===== config.mk =====
export PLATFORM = sky130hd
export DESIGN_NAME = envelope_generator
export DESIGN_NICKNAME = d
export VERILOG_FILES = /design/src/rtl/envelope_generator.sv
export SDC_FILE = /design/constraint.sdc
export NUM_CORES = 1
export LEC_CHECK = 0
export CAP_MARGIN = 10
export CORE_MARGIN = 5
export CORE_UTILIZATION = 48
export DETAILED_ROUTE_END_ITERATION = 12
export PLACE_DENSITY_LB_ADDON = 0.1
export SETUP_SLACK_MARGIN = 0.2
export SLEW_MARGIN = 30
export SYNTH_ARGS = -nofsm -noshare
export SYNTH_HDL_FRONTEND = slang
export SYNTH_SLANG_ARGS = --single-unit

===== constraint.sdc =====
create_clock -name clk -period 3.31 [get_ports clk]
set_clock_uncertainty 0.15 [all_clocks]
set_input_delay 0.331 -clock clk [delete_from_list [all_inputs] [get_ports clk]]
set_output_delay 0.331 -clock clk [all_outputs]
set_load 0.005 [all_outputs]

===== src/rtl/envelope_generator.sv =====
// Attack/sustain/release envelope generator.
// A free-running counter produces a one-clk sample tick every 2^SAMPLECLOCK_DIV
// clks. On each tick the envelope FSM adds the attack rate or subtracts the
// release rate, saturating at full scale or zero. The upper bits of the
// accumulator are presented as the 8-bit volume.
//
//   state   | meaning
//   --------+--------------------------------------------------------------
//   IDLE    | no note; acc held at zero, waiting for gate on a tick
//   ATTACK  | gate high; acc += a per tick, saturating at full scale
//   SUSTAIN | gate high; acc held at full scale
//   RELEASE | gate low; acc -= r per tick, reaching zero returns to IDLE

module envelope_generator #(
    parameter int SAMPLECLOCK_DIV = 8,
    parameter int BITDEPTH        = 14,
    parameter int BITFRACTION     = 6
) (
    input  logic       clk,
    input  logic       rst_n,
    input  logic       gate,
    input  logic [7:0] a,
    input  logic [7:0] r,
    output logic       sample_clock,
    output logic [7:0] volume
);

    typedef enum logic [1:0] {
        IDLE    = 2'd0,
        ATTACK  = 2'd1,
        SUSTAIN = 2'd2,
        RELEASE = 2'd3
    } state_t;

    localparam logic [BITDEPTH-1:0] FULL_SCALE = '1;

    logic [SAMPLECLOCK_DIV-1:0] counter;
    state_t                     state_q, state_d;
    logic [BITDEPTH-1:0]        acc_q, acc_d;

    // Rates widened to accumulator width plus one guard bit.
    logic [BITDEPTH:0] a_ext, r_ext, sum, diff;
    logic [BITDEPTH-1:0] add_sat, sub_sat;

    assign a_ext = {{(BITDEPTH - 7){1'b0}}, a};
    assign r_ext = {{(BITDEPTH - 7){1'b0}}, r};
    assign sum   = {1'b0, acc_q} + a_ext;
    assign diff  = {1'b0, acc_q} - r_ext;

    // The guard bit flags overflow on add and borrow on subtract.
    assign add_sat = sum[BITDEPTH]  ? FULL_SCALE : sum[BITDEPTH-1:0];
    assign sub_sat = diff[BITDEPTH] ? '0         : diff[BITDEPTH-1:0];

    // Sample tick: counter wraps freely; strobe is registered off the all-ones count.
    always_ff @(posedge clk) begin
        if (!rst_n) begin
            counter      <= '0;
            sample_clock <= 1'b0;
        end else begin
            counter      <= counter + SAMPLECLOCK_DIV'(1);
            sample_clock <= &counter;
        end
    end

    // Envelope state, accumulator and volume registers.
    always_ff @(posedge clk) begin
        if (!rst_n) begin
            state_q <= IDLE;
            acc_q   <= '0;
            volume  <= '0;
        end else begin
            state_q <= state_d;
            acc_q   <= acc_d;
            volume  <= acc_d[BITDEPTH-1:BITFRACTION];
        end
    end

    // Next-state and accumulator update, evaluated only on a sample tick.
    always_comb begin
        state_d = state_q;
        acc_d   = acc_q;
        if (sample_clock) begin
            unique case (state_q)
                IDLE: begin
                    acc_d = '0;
                    if (gate) begin
                        acc_d   = add_sat;
                        state_d = (add_sat == FULL_SCALE) ? SUSTAIN : ATTACK;
                    end
                end
                ATTACK, RELEASE: begin
                    if (gate) begin
                        // Re-gating during release resumes from the current level.
                        acc_d   = add_sat;
                        state_d = (add_sat == FULL_SCALE) ? SUSTAIN : ATTACK;
                    end else begin
                        acc_d   = sub_sat;
                        state_d = (sub_sat == '0) ? IDLE : RELEASE;
                    end
                end
                SUSTAIN: begin
                    if (gate) begin
                        acc_d = FULL_SCALE;
                    end else begin
                        acc_d   = sub_sat;
                        state_d = (sub_sat == '0) ? IDLE : RELEASE;
                    end
                end
                default: begin
                    acc_d   = '0;
                    state_d = IDLE;
                end
            endcase
        end
    end

endmodule


Word level (Yosys, flattened, before mapping)
Index checks and enable logic that the tools add are counted.
{ "totals": {"wordCells": 31, "reg_bits": 25, "inputBits": 19, "out_inout_bits": 9} }
{ "op_classes": {"eq_ne": 6, "n_mux": 12, "n_reduce_logical": 5, "addsub": 3} }
{ "op_table": {"columns": ["cell", "count"], "rows": [
  ["2-to-1 mux 14 bit", 5],
  ["case mux 14 bit (3 select lines)", 1],
  ["adder 14 x 8 -> 15 bit", 1],
  ["subtractor 14 x 8 -> 15 bit", 1],
  ["equality test 14 bit (second input constant)", 1],
  ["zero test 14 bit", 1],
  ["2-to-1 mux 2 bit", 5],
  ["adder 8 x 1 -> 8 bit (second input constant)", 1],
  ["AND reduction 8 bit", 1],
  ["case mux 2 bit (3 select lines)", 1],
  ["equality test 2 bit (second input constant)", 2],
  ["inequality test 2 bit (second input constant)", 2],
  ["AND reduction 3 bit", 1],
  ["equality test 2 x 1 -> 1 bit (second input constant)", 1],
  ["zero test 2 bit", 1],
  ["OR reduction 2 bit", 1]
]} }

Longest topological paths before layout
{ "logic_depth": {"word_depth": 6, "mapped_depth": 12, "depth_no_buf": 11} }

Least setup slack after synthesis
No wires, ideal clock.
{ "synth_timing": {"kind": "input -> register", "start": "input port a[0]", "end": "register state_q[0]", "setup_slack_ns": 0.417, "setup_time_ns": 0.148, "t_required_ns": 3.012, "stages": 9, "path_buffers": 0, "arrival_ns": 2.595, "cell_sequence": "ha_1 > fa_1 > a211oi_2 > o31ai_4 > a31oi_2 > a221o_1 > nand4_1 > a2111oi_0 > a221oi_2"} }
{ "synth_via": {"elab_chain_len": 6, "elab_cells_between_ends": 7, "cone_classes": "1 x add/sub; 1 x eq/ne; 5 x mux"} }
{ "synth_lines": {"columns": ["item", "line_no", "rtl"], "rows": [
  ["start: declaration", "22", "input logic [7:0] a,"],
  ["adder 14 x 8 -> 15 bit *", "47", "assign sum = {1'b0, acc_q} + a_ext;"],
  ["2-to-1 mux 14 bit *", "51", "assign add_sat = sum[BITDEPTH] ? FULL_SCALE : sum[BITDEPTH-1:0];"],
  ["equality test 14 bit *", "88, 95", null],
  ["2-to-1 mux 2 bit *", "88, 95", null],
  ["2-to-1 mux 2 bit, on equally long branches", "92, 86", null],
  ["case mux 2 bit (3 select lines) *", "83", "unique case (state_q)"],
  ["end signal: assignment", "72", "state_q <= state_d;"],
  ["end: declaration", "38", "state_t state_q, state_d;"]
]} }
Every way passes the cells marked *; elsewhere a longest branch is shown, timed or not. The select of a mux whose other input is x is not followed.
A chain may end at the register's enable or synchronous reset.

Worst setup path in the final report
{ "layout_timing": {"start": "input port r[7]", "end": "register state_q[0]"} }
{ "layout_via": {"elab_chain_len": 6, "elab_cells_between_ends": 7, "cone_classes": "1 x add/sub; 5 x mux; 1 x reduce/logical"} }
{ "layout_lines": {"columns": ["item", "line_no", "rtl"], "rows": [
  ["start: declaration", "23", "input logic [7:0] r,"],
  ["subtractor 14 x 8 -> 15 bit *", "48", "assign diff = {1'b0, acc_q} - r_ext;"],
  ["2-to-1 mux 14 bit *", "52", "assign sub_sat = diff[BITDEPTH] ? '0 : diff[BITDEPTH-1:0];"],
  ["zero test 14 bit *", "98, 106", null],
  ["2-to-1 mux 2 bit *", "98, 106", null],
  ["2-to-1 mux 2 bit, on equally long branches", "102, 92", null],
  ["case mux 2 bit (3 select lines) *", "83", null]
]} }
Marks and branches as above.

==> out/metrics.sh <==
STATUS='complete, no violations'
ASYNC_FLOP_SHARE_PCT=0
CTS_BUFFER_DEPTH=2
POWER_FRAC_SEQ_PCT=48.9
RSZ0062_AT_GRT='true'
DRT_PRE_ANTENNA_ITERS=5
NETSWITCHINGFRACTION_PCT=27.4
CLK_TRANSITION_REPORTED_PATHS_PS=100
GR-USAGE-ALL-LAYERS_PCT=20.2
IOPINCOUNT=28
TIMING.HOLD.WORST.CLASS='reg2reg'
REPORT.POWER.TOTAL_uW=625
WORST-ENDPOINT-ARRIVAL_PS=3120
SWITCHING_POWER_uW=171
TRITONCTS='built'
CP_ENDPOINT_KIND='register'
GPL.FINAL_WEIGHTED_CONGESTION=0.989
GRT_OVERFLOW_TOTAL=0
SYNTH-WARNING-COUNT=0
INSERTION_DELAY_PS=270
CRIT_PATH_START='r[7]'
FF2FF_SETUP_SLACK_PS=320
SYNTH.TOP_CELL.AREA_SHARE_PCT=19.1
FP.DIEH_UM=83.8
DRT_WL_TOTAL_UM=7140
GLOBALROUTEMET3UTIL_PCT=2.57
N_FILL_CELL=447
POSTSYNTHREGISTERBITS=25
PATH_BUF_INV=2
SYNTHTOLAYOUTAREAGROWTH_PCT=26.1
NUM_ANTENNA_CELLS=0
FIN_CRIT_SH_PCT=94.1
CRITICAL_PATH.MAX_STAGE_DELAY_PS=450
CRITPATHSLOWESTCELL='clkdlybuf4s50_1'
AVGSYNTHCELLAREA_SQ_UM=8.02
PWRDENS_mW_PER_MM2=190
FINAL_ANTENNA_NET_COUNT=0
HOLD_VIOL=0
CP_TOP_FAMILY='compound AO/OA/AOI/OAI gates'
GRT.BUSIEST_LAYER='met2'
DR_TOTAL_VIAS=2590
COMBINATIONAL_CELL_FRACTION_OF_TOTAL_POWER_PCT=19.6
SYNTH-SEQ-AREA-SHARE_PCT=19.1
STD_CELL_ROWS=26
MAXSLEWVIOLCOUNT=0
CTS_BUFFERS=3
ROUTED_WIRE_LENGTH_PER_INSTANCE_UM=16.4
DIE_AREA_SQ_MM=0.00702
FP.DIEW_UM=83.8
DETAIL_ROUTE.DRC_VIOLATIONS=0
START_UTIL_PCT=50.2
SETUP.WORST_PATH.CLASS='in2reg'
SYNTH.LIB_CELLS_USED.DISTINCT=65
LEAKAGE_POWER_FIGURE_uW=0.00133
CRIT_PATH_CELL_TRACE='clkdlybuf4s50_1 > inv_1 > ha_4 > a211o_1 > maj3_1 > a21oi_1 > o2111ai_1 > nor4b_2 > nand4_1 > a2111oi_4 > a221oi_2'
GROUTE.LAYER.MET1.USAGE_PCT=28.1
COREAREA_SQ_MM=0.00520
WORSTMARGINPINSLEW_PS=743
DATA_REQUIRED_CRITICAL_PATH_PS=3320
MIN_FROM='counter[0]'
SYNTHDOMINANTAREACELLTYPE='dfxtp_1'
PERIOD_MINUS_SLACK_PS=3110
ROOT_BUFFER_MASTER='clkbuf_8'
NUMCLOCKSINKS=25
FIRST_PASS_GRT_WIRE_LENGTH_UM=11900
DP.CELLS=432
SETUP.WORST_PATH.START_CLASS='input port'
GRT_MAX_DEGREE=26
VIAS_PER_CELL=5.94
INTERNAL_POWER_uW=454
MAXCAPVIOLATIONS=0
SYNTH-EDFF-COUNT=0
FINAL-INSTANCE-COUNT-EXCL-FILL=436
CLOCKPOWERSHARE_PCT=31.5
GR-USAGE-MET2_PCT=33.6
DP_HPWL_UM=5370
SYNTH_FP_NETS=364
PORTBUFFERS=27
TIMING.RR.START='volume[1]'
SLEW-LIMIT-HEADROOM_PCT=50.4
POSTSYNTHCELLCOUNT=326
NETLIST_AREA_SQ_MM=0.00261
SYNTH_FF_TYPE='dfxtp_1'
NUMBER_OF_ANTENNA_VIOLATIONS_AT_THE_FIRST_CHECK_IN_GLOBAL_ROUTING=0
WORST_IR_DROP_VDD_mV=0.191
CLOCK.FMAX_GHz=0.321
FIRST_GLOBAL_VIAS=2449
REPORT.FINAL.SETUP_VIOL=0
YS_TOP_CELLS_BY_AREA='dfxtp_1 19%, ha_1 8.1%, xor2_1 4.0%, a21oi_1 3.6%, o21ai_0 3.6%'
POST-CTS-SETUP-BUFFERS=0
NNETSFINAL=405
MAXIMUM_FANOUT_ALONG_THE_WORST_PATH=4
CTSHTREEMAXLEVEL=1
DRIVE_GT1_SHARE_PCT=19.4
DR.FIRST_ITER.DRC_COUNT=176
path summary, 6_finish.rpt:
check             cells past startpoint         end
setup reg to reg                      9  state_q[0]
hold / removal                        1  counter[0]
hold reg to reg                       1  counter[0]
setup / recovery                     11  state_q[0]
power by group through the flow:
stage               Clock [uW]  Sequential [uW]  Combinational [uW]
floorplan                    0              312                63.2
global placement             0              313                 111
detailed placement           0              313                 112
CTS                        205              306                 113
global route               221              306                 135
finish                     197              306                 122
sequential cells by signal, summed over array words and instances, names as in the netlist:
signal	count
state_q	2
volume	8
counter	8
acc_q	6
sample_clock	1
per-layer routing:
layer | routed length, um | vias to the layer above
li1 | - | 1287
met1 | 3330 | 1223
met2 | 3380 | 73
met3 | 358 | 7
met4 | 72 | 0
met5 | 0 | -
through the flow:
step / instance area, sq um / hold WS, ps / util (%) / worst slack (ps) / setup TNS [ps]
global route: 3300 / 337 / 63.3 / 173 / 0
floorplan: 2610 / 264 / - / 417 / 0
detailed placement: 3080 / 283 / 59.1 / -102 / -200
finish: 3300 / 297 / 63.3 / 196 / 0
global placement: 3080 / 283 / 59.1 / -49.1 / -95.7
CTS: 3150 / 300 / 60.4 / 207 / 0
cell usage in the layout (no fill, tap or decap), types with 7 or more instances in the layout:
cell	count
and2_1	12
xnor2_1	7
clkdlybuf4s50_1	25
inv_1	13
ha_1	12
dfxtp_1	23
nand2_1	24
nor3_1	7
nor2_1	20
a21oi_1	19
xor2_1	10
nand3_1	11
buf_4	32
and3_1	7
o21ai_0	18
Yosys cell counts (4+ instances only):
| library cell | instances |
|---|---|
| dfxtp_1 | 25 |
| nand2_1 | 24 |
| nor2_1 | 21 |
| a21oi_1 | 19 |
| o21ai_0 | 19 |
| ha_1 | 17 |
| inv_1 | 14 |
| and2_1 | 12 |
| clkbuf_1 | 12 |
| xor2_1 | 12 |
| nand3_1 | 11 |
| buf_4 | 8 |
| and3_1 | 7 |
| nor3_1 | 7 |
| or3_1 | 7 |
| xnor2_1 | 7 |
| a21boi_1 | 6 |
| a21o_1 | 6 |
| o21a_1 | 6 |
| nor2b_1 | 5 |
| o2111ai_1 | 5 |
| a2111oi_0 | 4 |
| a31oi_1 | 4 |
| nand2b_1 | 4 |
| nand4_1 | 4 |
| o21bai_1 | 4 |
cell type report:
type,instances,area (sq um),share of cell area [%]
clock buffer,3,41.3,1.25
clock inverter,1,8.76,0.266
inverter,14,52.6,1.59
multi-input combinational,262,2060,62.6
tap,70,87.6,2.66
timing repair buffer,61,538,16.3
sequential,25,503,15.3
cell families (layout without fill, tap and decap cells):
logic type      Yosys count  after routing  share of synthesized area, %
simple gates            110            110                          22.3
compound gates          109            109                          32.8
buf+inv                  39             79                          7.71
flops                    25             25                          19.1
fa+ha+maj                20             20                          10.1
xor+xnor                 19             19                          6.37
mux                       4              4                          1.63
what timing repair did:
| item | 4_1_cts | 5_1_grt |
|---|---|---|
| pin swaps | 1 | 15 |
| hold buffers | 0 | 0 |
| resized for setup | 2 | 29 |
| endpoints found under the setup margin | 2 | 10 |
(Power assumes the default switching activity.)
